==> src/rtl/countdown_timer_pkg.sv <==
// Shared constants and state encoding for the countdown timer.
package countdown_timer_pkg;

    localparam int unsigned WidthDefault = 32;
    localparam int unsigned PeriodsWidth = 8;

    typedef enum logic [1:0] {
        StIdle = 2'd0,
        StRun  = 2'd1,
        StHold = 2'd2
    } state_e;

endpackage

==> src/rtl/countdown_timer_if.sv <==
// Load handshake, control levels and status outputs of the countdown timer.
interface countdown_timer_if
    import countdown_timer_pkg::*;
#(
    parameter int unsigned WIDTH = WidthDefault
);

    logic                    load_valid;
    logic                    load_ready;
    logic [WIDTH-1:0]        load_value;
    logic                    auto_reload;
    logic                    pause;
    logic                    abort;
    logic [WIDTH-1:0]        count;
    logic                    busy;
    logic                    expired;
    logic [PeriodsWidth-1:0] periods;

    // Requester side: offers loads and drives the control levels.
    modport master (
        output load_valid, load_value, auto_reload, pause, abort,
        input  load_ready, count, busy, expired, periods
    );

    // Timer side.
    modport slave (
        input  load_valid, load_value, auto_reload, pause, abort,
        output load_ready, count, busy, expired, periods
    );

endinterface

==> src/rtl/countdown_timer.sv <==
// Loadable down-counter with one-shot/periodic modes, pause (hold) and abort.
module countdown_timer
    import countdown_timer_pkg::*;
#(
    parameter int unsigned WIDTH = WidthDefault
) (
    input logic              clk,
    input logic              rst_n,
    countdown_timer_if.slave timer_io
);

    state_e                  state_q, state_d;
    logic [WIDTH-1:0]        count_q, count_d;
    logic [WIDTH-1:0]        reload_q, reload_d;
    logic                    mode_q, mode_d;
    logic [PeriodsWidth-1:0] periods_q, periods_d;
    logic                    expired_q, expired_d;
    logic                    busy_q, busy_d;

    logic load_accept;
    logic last_cycle;

    assign load_accept = timer_io.load_valid && (state_q == StIdle);
    // A running count of 1 means the period completes at this edge.
    assign last_cycle  = (count_q == WIDTH'(1));

    // Next-state and registered-output decode.
    always_comb begin
        state_d   = state_q;
        count_d   = count_q;
        reload_d  = reload_q;
        mode_d    = mode_q;
        periods_d = periods_q;
        expired_d = 1'b0;
        unique case (state_q)
            StIdle: begin
                // abort has no meaning here, so it never blocks a load.
                if (load_accept) begin
                    reload_d  = timer_io.load_value;
                    mode_d    = timer_io.auto_reload;
                    count_d   = timer_io.load_value;
                    periods_d = '0;
                    if (timer_io.load_value == '0) begin
                        // A zero period completes on its own load edge.
                        expired_d = 1'b1;
                        periods_d = PeriodsWidth'(1);
                    end else begin
                        state_d = StRun;
                    end
                end
            end
            StRun, StHold: begin
                if (timer_io.abort) begin
                    state_d = StIdle;
                    count_d = '0;
                end else if (timer_io.pause) begin
                    state_d = StHold;
                end else if (last_cycle) begin
                    expired_d = 1'b1;
                    periods_d = periods_q + PeriodsWidth'(1);
                    if (mode_q) begin
                        state_d = StRun;
                        count_d = reload_q;
                    end else begin
                        state_d = StIdle;
                        count_d = '0;
                    end
                end else begin
                    // Leaving HOLD also decrements on the same edge.
                    state_d = StRun;
                    count_d = count_q - WIDTH'(1);
                end
            end
            default: begin
                state_d = StIdle;
                count_d = '0;
            end
        endcase
        busy_d = (state_d != StIdle);
    end

    // State and output registers, cleared asynchronously.
    always_ff @(posedge clk or negedge rst_n) begin
        if (!rst_n) begin
            state_q   <= StIdle;
            count_q   <= '0;
            reload_q  <= '0;
            mode_q    <= 1'b0;
            periods_q <= '0;
            expired_q <= 1'b0;
            busy_q    <= 1'b0;
        end else begin
            state_q   <= state_d;
            count_q   <= count_d;
            reload_q  <= reload_d;
            mode_q    <= mode_d;
            periods_q <= periods_d;
            expired_q <= expired_d;
            busy_q    <= busy_d;
        end
    end

    assign timer_io.load_ready = (state_q == StIdle);
    assign timer_io.count      = count_q;
    assign timer_io.busy       = busy_q;
    assign timer_io.expired    = expired_q;
    assign timer_io.periods    = periods_q;

endmodule
==> src/flat_wrapper.sv <==
// flat-port wrapper written by rule: the top's interface ports become plain ports
module countdown_timer_flat import countdown_timer_pkg::*;
#(
    parameter int unsigned WIDTH = WidthDefault
)
  (clk, rst_n, timer_io_load_valid, timer_io_load_value, timer_io_auto_reload, timer_io_pause, timer_io_abort, timer_io_load_ready, timer_io_count, timer_io_busy, timer_io_expired, timer_io_periods);
  countdown_timer_if #(.WIDTH(WIDTH)) timer_io_i ();
  input logic clk;
  input logic rst_n;
  input wire logic [$bits(timer_io_i.load_valid)-1:0] timer_io_load_valid;
  input wire logic [$bits(timer_io_i.load_value)-1:0] timer_io_load_value;
  input wire logic [$bits(timer_io_i.auto_reload)-1:0] timer_io_auto_reload;
  input wire logic [$bits(timer_io_i.pause)-1:0] timer_io_pause;
  input wire logic [$bits(timer_io_i.abort)-1:0] timer_io_abort;
  output wire logic [$bits(timer_io_i.load_ready)-1:0] timer_io_load_ready;
  output wire logic [$bits(timer_io_i.count)-1:0] timer_io_count;
  output wire logic [$bits(timer_io_i.busy)-1:0] timer_io_busy;
  output wire logic [$bits(timer_io_i.expired)-1:0] timer_io_expired;
  output wire logic [$bits(timer_io_i.periods)-1:0] timer_io_periods;
  assign timer_io_i.load_valid = timer_io_load_valid;
  assign timer_io_i.load_value = timer_io_load_value;
  assign timer_io_i.auto_reload = timer_io_auto_reload;
  assign timer_io_i.pause = timer_io_pause;
  assign timer_io_i.abort = timer_io_abort;
  assign timer_io_load_ready = timer_io_i.load_ready;
  assign timer_io_count = timer_io_i.count;
  assign timer_io_busy = timer_io_i.busy;
  assign timer_io_expired = timer_io_i.expired;
  assign timer_io_periods = timer_io_i.periods;
  countdown_timer #(.WIDTH(WIDTH)) u_core (.clk(clk), .rst_n(rst_n), .timer_io(timer_io_i));
endmodule
==> config.mk <==
export PLATFORM = sky130hd
export DESIGN_NAME = countdown_timer_flat
export DESIGN_NICKNAME = d
export VERILOG_FILES = /design/src/rtl/countdown_timer_pkg.sv /design/src/rtl/countdown_timer_if.sv /design/src/rtl/countdown_timer.sv /design/src/flat_wrapper.sv
export SDC_FILE = /design/constraint.sdc
export NUM_CORES = 1
export LEC_CHECK = 0
export CAP_MARGIN = 20
export CORE_MARGIN = 5
export CORE_UTILIZATION = 28
export DETAILED_ROUTE_END_ITERATION = 12
export PLACE_DENSITY = 0.53
export SLEW_MARGIN = 15
export SYNTH_ARGS = -nofsm -noshare
export SYNTH_HDL_FRONTEND = slang
export SYNTH_SLANG_ARGS = --single-unit
==> constraint.sdc <==
create_clock -name clk -period 4.8 [get_ports clk]
set_input_delay 0.48 -clock clk [delete_from_list [all_inputs] [get_ports clk]]
set_output_delay 0.48 -clock clk [all_outputs]
set_load 0.05 [all_outputs]
==> flow_summary.json, run 1 <==
{
  "arrival_ns": 3.28,
  "drive_above_1_share_pct": 14.3,
  "grt.total_usage_pct": 15.3,
  "grt_pass1_wl_mm": 21.3,
  "worstHoldPathType": "in -> async",
  "power_frac_comb_pct": 49.7,
  "maxSlewViolCount": 0,
  "yosys.area_share.adder_pct": 1.48,
  "pwr-share-seq_pct": 31.9,
  "cts.sinks": 77,
  "yosys.area_share.simple_pct": 19.1,
  "tightestPinTransition_ns": 0.995,
  "power.internal_uw": 2110,
  "ys_ff_latch": 77,
  "die_h_um": 133,
  "synth_ff_type": "dfrtp_1",
  "status": "finished, final reports clean",
  "drtIter0Drc": 356,
  "skew_ns": 0.00461,
  "endpoint_kind": "flop",
  "synth_cell_types": 56,
  "nets": 528,
  "cts-resized-gates": 0,
  "io_pins": 81,
  "finalSetupViolCount": 0,
  "seq_area_frac_synth_pct": 45.5,
  "ant_nets": 0,
  "synth-edff-count": 0,
  "grtUsageMet2_pct": 24.6,
  "clk_transition_reported_paths_ns": 0.06,
  "synth_top_cells_by_count": "dfrtp_1, mux2_2, nor2_1, nand2_1, a21oi_1",
  "fmaxAchievable_mhz": 325,
  "fin_crit_ns": 3.07,
  "power.density_nw_per_um2": 694,
  "relSlewSlack_pct": 33.4,
  "port-buffer-count": 80,
  "first_global_vias": 3772,
  "yosysWarningCount": 0,
  "p_sw_share_pct": 45.1,
  "hold_viol": 0,
  "switchingPower_uw": 1730,
  "initial_core_util_pct": 28.2,
  "synth-xor-area-share_pct": 5.99,
  "numCtsBuffers": 9,
  "fin_crit_sh_pct": 64.0,
  "avgSynthCellArea_um2": 10.3,
  "synth_nets": 455,
  "gr-usage-met3_pct": 3.23,
  "gp_congestion": 0.807,
  "worstRegToRegCells": 6,
  "critical-path-max-stage-delay_ns": 0.73,
  "rsz0062_at_grt": "no",
  "clockBufferDepth": 2,
  "cts_setup_buffers": 0,
  "areaGrowthSynthToFinish_pct": 30.7,
  "dp.cells": 662,
  "wire_per_inst_um": 19.6,
  "synth.largest_area_cell": "dfrtp_1",
  "top_usage_layer": "met2",
  "cts_tree": "yes",
  "yosysMostFrequentCell": "dfrtp_1",
  "synth_top_family_by_area": "simple AND/OR/NAND/NOR gates",
  "vias_per_cell": 5.44,
  "synthMuxAreaShare_pct": 9.53,
  "fin_cells": 678,
  "synthCells": 412,
  "critical_path_class": "reg -> reg",
  "use_met1_pct": 20.1,
  "path_cells": "or4_1 > nor4_2 > and4_1 > nor2_2 > a222oi_1 > nand2_1",
  "grt_overflow": 0,
  "coreArea_um2": 15000,
  "fp-row-count": 45,
  "leakage_uw": 0.00222,
  "drc": 0,
  "maxCapViolCount": 0,
  "grt_antenna_before_repair": 0,
  "synth_async_sr_flop_share_pct": 100,
  "required_ns": 5.01,
  "synth_area_leaders": "dfrtp_1, mux2_2, xor2_1",
  "place_hpwl_mm": 9.36,
  "drtPass1Iterations": 6,
  "syn_area_um2": 4240,
  "cts_max_level": 3,
  "worstSkewPairLatency_ns": 0.34,
  "grt_max_degree": 78,
  "num_antenna_cells": 0,
  "critPathMaxFanout": 19,
  "ir_drop_uv": 255,
  "startpoint_type": "flop",
  "tns_ns": 0,
  "root_buffer": "clkbuf_16",
  "power.share.clock_pct": 18.4,
  "fp.dieArea_um2": 17700,
  "num_vias": 3686,
  "yosysTopAreaCellShare_pct": 45.5,
  "synth_compound_area_share_pct": 15.6,
  "cts_hold_buf": 0,
  "fp.dieW_um": 133,
  "drt-total-wl_mm": 13.3,
  "crit_slowest_cell": "and4_1"
}
## through the flow
stage | utilization (%) | area [µm²] | setup WS, ns | hold slack (ns) | power (µW)
3_3_place_gp | 34.7 | 5220 | 1.84 | 0.447 | 3120
4_1_cts | 36.8 | 5540 | 1.71 | 0.360 | 3870
5_1_grt | 36.8 | 5540 | 1.51 | 0.244 | 4080
3_5_place_dp | 34.7 | 5220 | 1.72 | 0.456 | 3150
2_1_floorplan | - | 4240 | 2.06 | 0.184 | 2540
6_report | 36.8 | 5540 | 1.73 | 0.164 | 3840
## critical path: cells and delay by family, from the launching register on
family | cells | cell delay (ns)
and+or+nand+nor | 5 | 2.18
DFF | 1 | 0.41
AOI/OAI and AO/OA | 1 | 0.36
## worst paths after layout
check                                          start                        end  slack (ns)
hold reg to reg                  u_core.reload_q[13]  u_core.timer_io.count[13]        0.47
hold / removal                                 rst_n  u_core.timer_io.count[27]        0.16
setup reg to reg           u_core.timer_io.count[10]  u_core.timer_io.count[11]        1.73
max in group asynchronous                      rst_n        u_core.reload_q[11]        4.11
setup / recovery           u_core.timer_io.count[10]  u_core.timer_io.count[11]        1.73
min in group clk                 u_core.reload_q[13]  u_core.timer_io.count[13]        0.47
## metal layers
| metal | wire [µm] | up-vias |
|---|---|---|
| met5 | 0 | - |
| li1 | - | 1694 |
| met3 | 720 | 18 |
| met1 | 5880 | 1873 |
| met4 | 264 | 0 |
| met2 | 6460 | 101 |
## registers in the layout (all words and copies together) (netlist names)
signal / count
u_core.state_q: 2
u_core.mode_q: 1
u_core.timer_io.busy: 1
u_core.timer_io.count: 32
u_core.timer_io.periods: 8
u_core.reload_q: 32
u_core.timer_io.expired: 1
## cells in the final DEF, fill, tap and decap left out, types with 3 or more instances in the layout
cell              n
a221o_1           4
nand3_1          14
xnor2_1          14
nand4_1           9
and3_1            4
o21ai_0           8
dfrtp_1          77
clkbuf_16         9
or4_1             6
a22oi_1           8
a31oi_1           6
nand3b_1          3
inv_1             8
ha_1              5
a21oi_1          22
nor4_1           11
or3_1             6
mux2_2           34
xor2_1           15
a22o_1           12
clkdlybuf4s50_1  79
clkbuf_8          3
nor3_1            9
nand2_1          26
a222oi_1          8
nor2_1           29
o21ai_1          13
buf_4             3
a211oi_1          3
## power groups by stage
stage | registers, µW | logic, µW | clock network [µW]
global placement | 1220 | 1900 | 0
global route | 1260 | 2070 | 757
detailed placement | 1230 | 1920 | 0
finish | 1230 | 1910 | 708
CTS | 1220 | 1930 | 727
floorplan | 1510 | 1020 | 0
## final cells by class
cell class	instances	area (µm²)
well taps	188	235
clock buffers	13	270
flip-flops and latches	77	1930
repair buffers	83	825
fillers	1477	9490
multi-input cells	306	2210
inverters	8	30.0
clock inverters	3	42.5
## logic make-up (layout without fill, tap and decap cells)
logic type,Yosys count,count (layout)
AO/OA/AOI/OAI,95,95
XOR/XNOR,29,29
adder cells (fa/ha/maj),5,5
buffers and inverters,29,107
flip-flops,77,77
multiplexers,36,36
AND/OR/NAND/NOR,141,141
(Power assumes the default switching activity.)
==> run 2, diff against run 1 <==
- PLACE_DENSITY: 0.53 -> 0.55
- clock period: 4.8 -> 2.7 ns (I/O delays scaled with it)
==> run 2 against run 1 <==
Against the previous run: design area rose by 3.8%; critical endpoint is now u_core.timer_io.count[17]; flip-flop and latch count is the same; non-clock buffer count up 29; worst setup slack worse by 1.6 ns; critical path depth stayed put; maximum frequency up 18%; via count increased by 3.7%; critical path type unchanged; core utilization increased by 1.4 points; combinational power grew 95%; sequential power rose by 72%; power up 84%; routed wire length is 4.4% higher; the flow now finishes with violations (hold timing).
==> flow_summary.json, run 2 (same netlist as run 1, synthesis figures left out) <==
{
  "clk_transition_reported_paths_ns": 0.06,
  "critical_path_class": "reg -> reg",
  "fin_area_um2": 5750,
  "grt_max_degree": 52,
  "crit_slowest_cell": "or4_1",
  "relSlewSlack_pct": 33.7,
  "startpoint": "u_core.timer_io.count[2]",
  "skew_ns": 0.00600,
  "cts.sinks": 77,
  "fp-row-count": 45,
  "rsz0062_at_grt": "no",
  "power.density_nw_per_um2": 1230,
  "status": "finished, violations left",
  "final_common_cell": "clkdlybuf4s50_1",
  "ff_latch_area_um2": 1930,
  "endpoint_kind": "flop",
  "critical_path_depth": 6,
  "port-buffer-count": 80,
  "clockBufferDepth": 2,
  "cts-resized-gates": 0,
  "cts_hold_buf": 0,
  "r2r_setup_slack_ns": 0.1,
  "ant_nets": 0,
  "hold_ws_ns": -0.0255,
  "root_buffer": "clkbuf_16",
  "finalSetupViolCount": 0,
  "hold_viol": 22,
  "numCtsBuffers": 9,
  "multi_input_area_um2": 2200,
  "path_cells": "or4_1 > or4_4 > nor4b_4 > xor2_1 > a222oi_1 > nand2_1",
  "cts_tree": "yes",
  "areaGrowthSynthToFinish_pct": 35.6,
  "worstHoldPathType": "in -> async",
  "ir_drop_uv": 410,
  "drt-total-wl_mm": 13.9,
  "grt_antenna_before_repair": 0,
  "maxCapViolCount": 0,
  "fin_crit_sh_pct": 96.4,
  "preCtsSetupSlack_ns": 0.0995,
  "gp_congestion": 0.831,
  "drtPass1Iterations": 5,
  "nets": 557,
  "vias_per_cell": 5.42,
  "io_pins": 81,
  "timing.rr.end": "u_core.timer_io.count[17]",
  "num_antenna_cells": 0,
  "drive_above_1_share_pct": 19.7,
  "tns_ns": 0,
  "violations": "hold timing",
  "die_h_um": 133,
  "final_cell_mix": "clkdlybuf4s50_1, dfrtp_1, mux2_2",
  "path_buf_inv": 0,
  "critical-path-max-stage-delay_ns": 0.61,
  "leakage_uw": 0.00235,
  "drc": 0,
  "fin_crit_ns": 2.60,
  "tightestPinTransition_ns": 0.995,
  "fmaxAchievable_mhz": 384,
  "cp-endpoint": "u_core.timer_io.count[17]",
  "num_vias": 3823,
  "initial_core_util_pct": 28.2,
  "fp.dieW_um": 133,
  "required_ns": 2.91,
  "maxSlewViolCount": 0,
  "fill_cells": 1473,
  "wire_per_inst_um": 19.7,
  "placed_cell_area_um2": 5450,
  "startpoint_type": "flop",
  "first_global_vias": 3863,
  "drtIter0Drc": 294,
  "cts_max_level": 3,
  "arrival_ns": 2.81,
  "worstRegToRegCells": 6,
  "place_hpwl_mm": 10.2,
  "crit_family": "simple AND/OR/NAND/NOR gates",
  "worstSkewPairLatency_ns": 0.34,
  "fp.dieArea_um2": 17700,
  "cts_setup_buffers": 0,
  "grt.total_usage_pct": 15.8,
  "layout_setup_ws_ns": 0.0985,
  "coreArea_um2": 15000,
  "grt_overflow": 0,
  "critPathMaxFanout": 9,
  "grt_pass1_wl_mm": 22.1,
  "r2r_start": "u_core.timer_io.count[2]"
}
## run 2: per-layer routing
layer | global-route usage [%] | routed length, µm | vias up
met2 | 25.1 | 6590 | 125
met5 | 0 | 0 | -
met3 | 2.93 | 705 | 25
met1 | 21.0 | 6250 | 1913
met4 | 6.81 | 363 | 0
li1 | - | - | 1760
## run 2: how the worst min path moves through the flow
stage                     startpoint                        end  slack (ns)  depth (start not counted)
after detailed placement       rst_n        u_core.reload_q[27]        0.37                          1
final                          rst_n  u_core.timer_io.count[27]       -0.03                          1
after floorplan                rst_n              u_core.mode_q       -0.03                          0
after CTS                      rst_n        u_core.reload_q[26]       0.001                          1
after global placement         rst_n        u_core.reload_q[27]        0.36                          1
after global routing           rst_n  u_core.timer_io.count[27]        0.03                          1
## run 2: final cells by class
class	instances	share of cell area [%]
clock buffer	11	4.40
clock inverter	4	0.827
tap	188	4.09
multi-input combinational	306	38.3
inverter	8	0.522
sequential	77	33.6
timing repair buffer	112	18.3
## run 2: power breakdown
group	total, µW	leakage, µW	switching (µW)	internal [µW]
sequential	2120	0.000968	496	1630
combinational	3720	0.00124	2200	1520
clock	1230	0.000147	474	758
total	7080	0.00235	3170	3910
## run 2: metrics by stage
stage / total power (µW) / hold WS (ns) / std cells / utilization (%)
after floorplan: 4520 / -0.0256 / 412 / -
final: 7080 / -0.0255 / 706 / 38.2
after detailed placement: 5870 / 0.365 / 691 / 36.2
after global routing: 7510 / 0.0256 / 706 / 38.2
after CTS: 7110 / 0.00145 / 706 / 38.2
after global placement: 5790 / 0.358 / 691 / 36.2
## run 2: worst reg2reg max path, cell delays in order, from the launching register on
cell,delay (ns)
dfrtp_2,0.47
or4_1,0.61
or4_4,0.59
nor4b_4,0.30
xor2_1,0.10
a222oi_1,0.32
nand2_1,0.10
==> run 3, diff against run 2 <==
- CORE_ASPECT_RATIO: not set -> 0.9
==> run 3 against run 2 <==
Against the previous run: the run now ends clean; combinational power is essentially flat; maximum frequency increased by 3.5%; clock skew increased by 0.0011 ns; flip-flop and latch count unchanged; non-clock buffer count did not move; register-to-register slack better by 0.09 ns; critical endpoint is now u_core.timer_io.periods[1]; largest cell class unchanged; largest power group unchanged.
==> flow_summary.json, run 3 (same netlist as run 1, synthesis figures left out) <==
{
  "cts_max_level": 3,
  "leakage_uw": 0.00237,
  "die_h_um": 127,
  "fin_crit_ns": 2.51,
  "rsz0062_at_grt": "no",
  "nets": 557,
  "r2r_setup_slack_ns": 0.19,
  "wire_per_inst_um": 19.0,
  "port-buffer-count": 80,
  "wirelength_met1_mm": 6.43,
  "cts_tree": "yes",
  "power_frac_comb_pct": 52.6,
  "drtIter0Drc": 444,
  "hold_viol": 0,
  "areaGrowthSynthToFinish_pct": 36.9,
  "relSlewSlack_pct": 53.6,
  "fin_util_pct": 39.3,
  "grt_antenna_before_repair": 0,
  "fp.dieW_um": 140,
  "drc": 0,
  "hold-path-cell-count": 2,
  "layout_setup_ws_ns": 0.187,
  "coreArea_um2": 14800,
  "dr.max_layer_used": "met4",
  "fp-row-count": 42,
  "num_vias": 3761,
  "worstHoldPathType": "reg -> reg",
  "routed-wl-met2_mm": 6.38,
  "maxSlewViolCount": 0,
  "required_ns": 2.92,
  "critical_path_depth": 6,
  "placed_cell_area_um2": 5470,
  "first_global_vias": 3930,
  "num_antenna_cells": 0,
  "worstRegToRegCells": 6,
  "drtPass1Iterations": 5,
  "tns_ns": 0,
  "clockBufferDepth": 2,
  "endpoint_kind": "flop",
  "place_hpwl_mm": 10.0,
  "path_buf_inv": 0,
  "fp.dieArea_um2": 17700,
  "critPathMaxFanout": 10,
  "startpoint_type": "flop",
  "multi_input_area_um2": 2210,
  "grt_max_degree": 49,
  "grt_overflow": 0,
  "power.density_nw_per_um2": 1230,
  "skew_ns": 0.00714,
  "fin_crit_sh_pct": 93.1,
  "crit_slowest_cell": "and3_1",
  "preCtsSetupSlack_ns": 0.101,
  "fill_cells": 1448,
  "final_common_cell": "clkdlybuf4s50_1",
  "drt-total-wl_mm": 13.6,
  "ant_nets": 0,
  "finalSetupViolCount": 0,
  "drive_above_1_share_pct": 19.8,
  "fin_area_um2": 5800,
  "switchingPower_uw": 3170,
  "initial_core_util_pct": 28.7,
  "min_from": "u_core.reload_q[14]",
  "final_cell_mix": "clkdlybuf4s50_1, dfrtp_1, mux2_2",
  "io_pins": 81,
  "fmaxAchievable_mhz": 398,
  "holdPathEnd": "u_core.timer_io.count[14]",
  "worstSkewPairLatency_ns": 0.34,
  "r2r_start": "u_core.timer_io.count[14]",
  "power.share.clock_pct": 17.9,
  "tightestPinTransition_ns": 0.690,
  "arrival_ns": 2.73,
  "cts.sinks": 77,
  "pwr-share-seq_pct": 29.5,
  "power.internal_uw": 3940,
  "gp_congestion": 0.809,
  "vias_per_cell": 5.25,
  "met3_length_um": 625,
  "maxCapViolCount": 0,
  "grt_pass1_wl_mm": 22.2,
  "status": "finished, final reports clean",
  "path_cells": "nor4_1 > and3_1 > nand4_2 > nor2_1 > mux2_1 > a22o_1",
  "timing.rr.end": "u_core.timer_io.periods[1]",
  "ir_drop_uv": 670,
  "critical_path_class": "reg -> reg",
  "root_buffer": "clkbuf_16",
  "p_sw_share_pct": 44.6,
  "clk_transition_reported_paths_ns": 0.06,
  "ff_latch_area_um2": 1930,
  "critical-path-max-stage-delay_ns": 0.51,
  "crit_family": "simple AND/OR/NAND/NOR gates",
  "grt.total_usage_pct": 15.7,
  "cts_setup_buffers": 0,
  "numCtsBuffers": 9
}
==> run 3: cell types whose count changed in the layout (fill, tap and decap cells not counted), sizes merged <==
cell and delta:
buf -1, dlygate4sd3 +1, clkinv -1, clkbuf +2
==> run 3: worst max path at each step <==
| stage | end | start | slack (ns) |
|---|---|---|---|
| floorplan | u_core.timer_io.count[17] | u_core.timer_io.count[9] | 0.03 |
| global placement | u_core.timer_io.count[17] | u_core.timer_io.count[10] | 0.14 |
| detailed placement | u_core.timer_io.count[17] | u_core.timer_io.count[10] | 0.10 |
| CTS | u_core.timer_io.count[17] | u_core.timer_io.count[10] | 0.08 |
| global route | u_core.timer_io.periods[1] | u_core.timer_io.count[14] | 0.01 |
| finish | u_core.timer_io.periods[1] | u_core.timer_io.count[14] | 0.19 |
==> run 3: per-stage QoR <==
step / power (µW) / instances / hold slack (ns)
global route: 7560 / 717 / 0.491
global placement: 5750 / 699 / 0.346
finish: 7110 / 717 / 0.463
floorplan: 4520 / 412 / -0.0256
CTS: 7130 / 717 / 0.464
detailed placement: 5830 / 700 / 0.352
==> run 3: final cells by class <==
cell class	count	area share, %
timing repair buffer	112	18.5
inverter	8	0.517
tap	198	4.27
clock inverter	3	0.733
sequential	77	33.3
multi-input combinational	306	38.1
clock buffer	13	4.66
==> run 3: routing by layer <==
layer	global-route usage [%]	vias up
met5	0	-
met4	4.33	0
met3	3.35	16
met2	25.1	114
met1	21.7	1877
li1	-	1754
==> run 3: timing repair <==
item	CTS	global route
endpoints found under the setup margin	0	1
gates resized for setup	0	2
hold endpoints to repair	21	0
hold buffers	1	0
==> run 3: power groups by stage <==
stage	Clock [µW]	Sequential (µW)	Combinational (µW)
5_1_grt	1350	2160	4050
2_1_floorplan	0	2700	1820
4_1_cts	1300	2090	3740
3_3_place_gp	0	2090	3670
6_report	1270	2100	3740
3_5_place_dp	0	2110	3720
==> run 3: worst register-to-register path: stages (launching register included) <==
cell and delay (ns):
dfrtp_1 0.45, nor4_1 0.47, and3_1 0.51, nand4_2 0.24, nor2_1 0.21, mux2_1 0.33
a22o_1 0.18
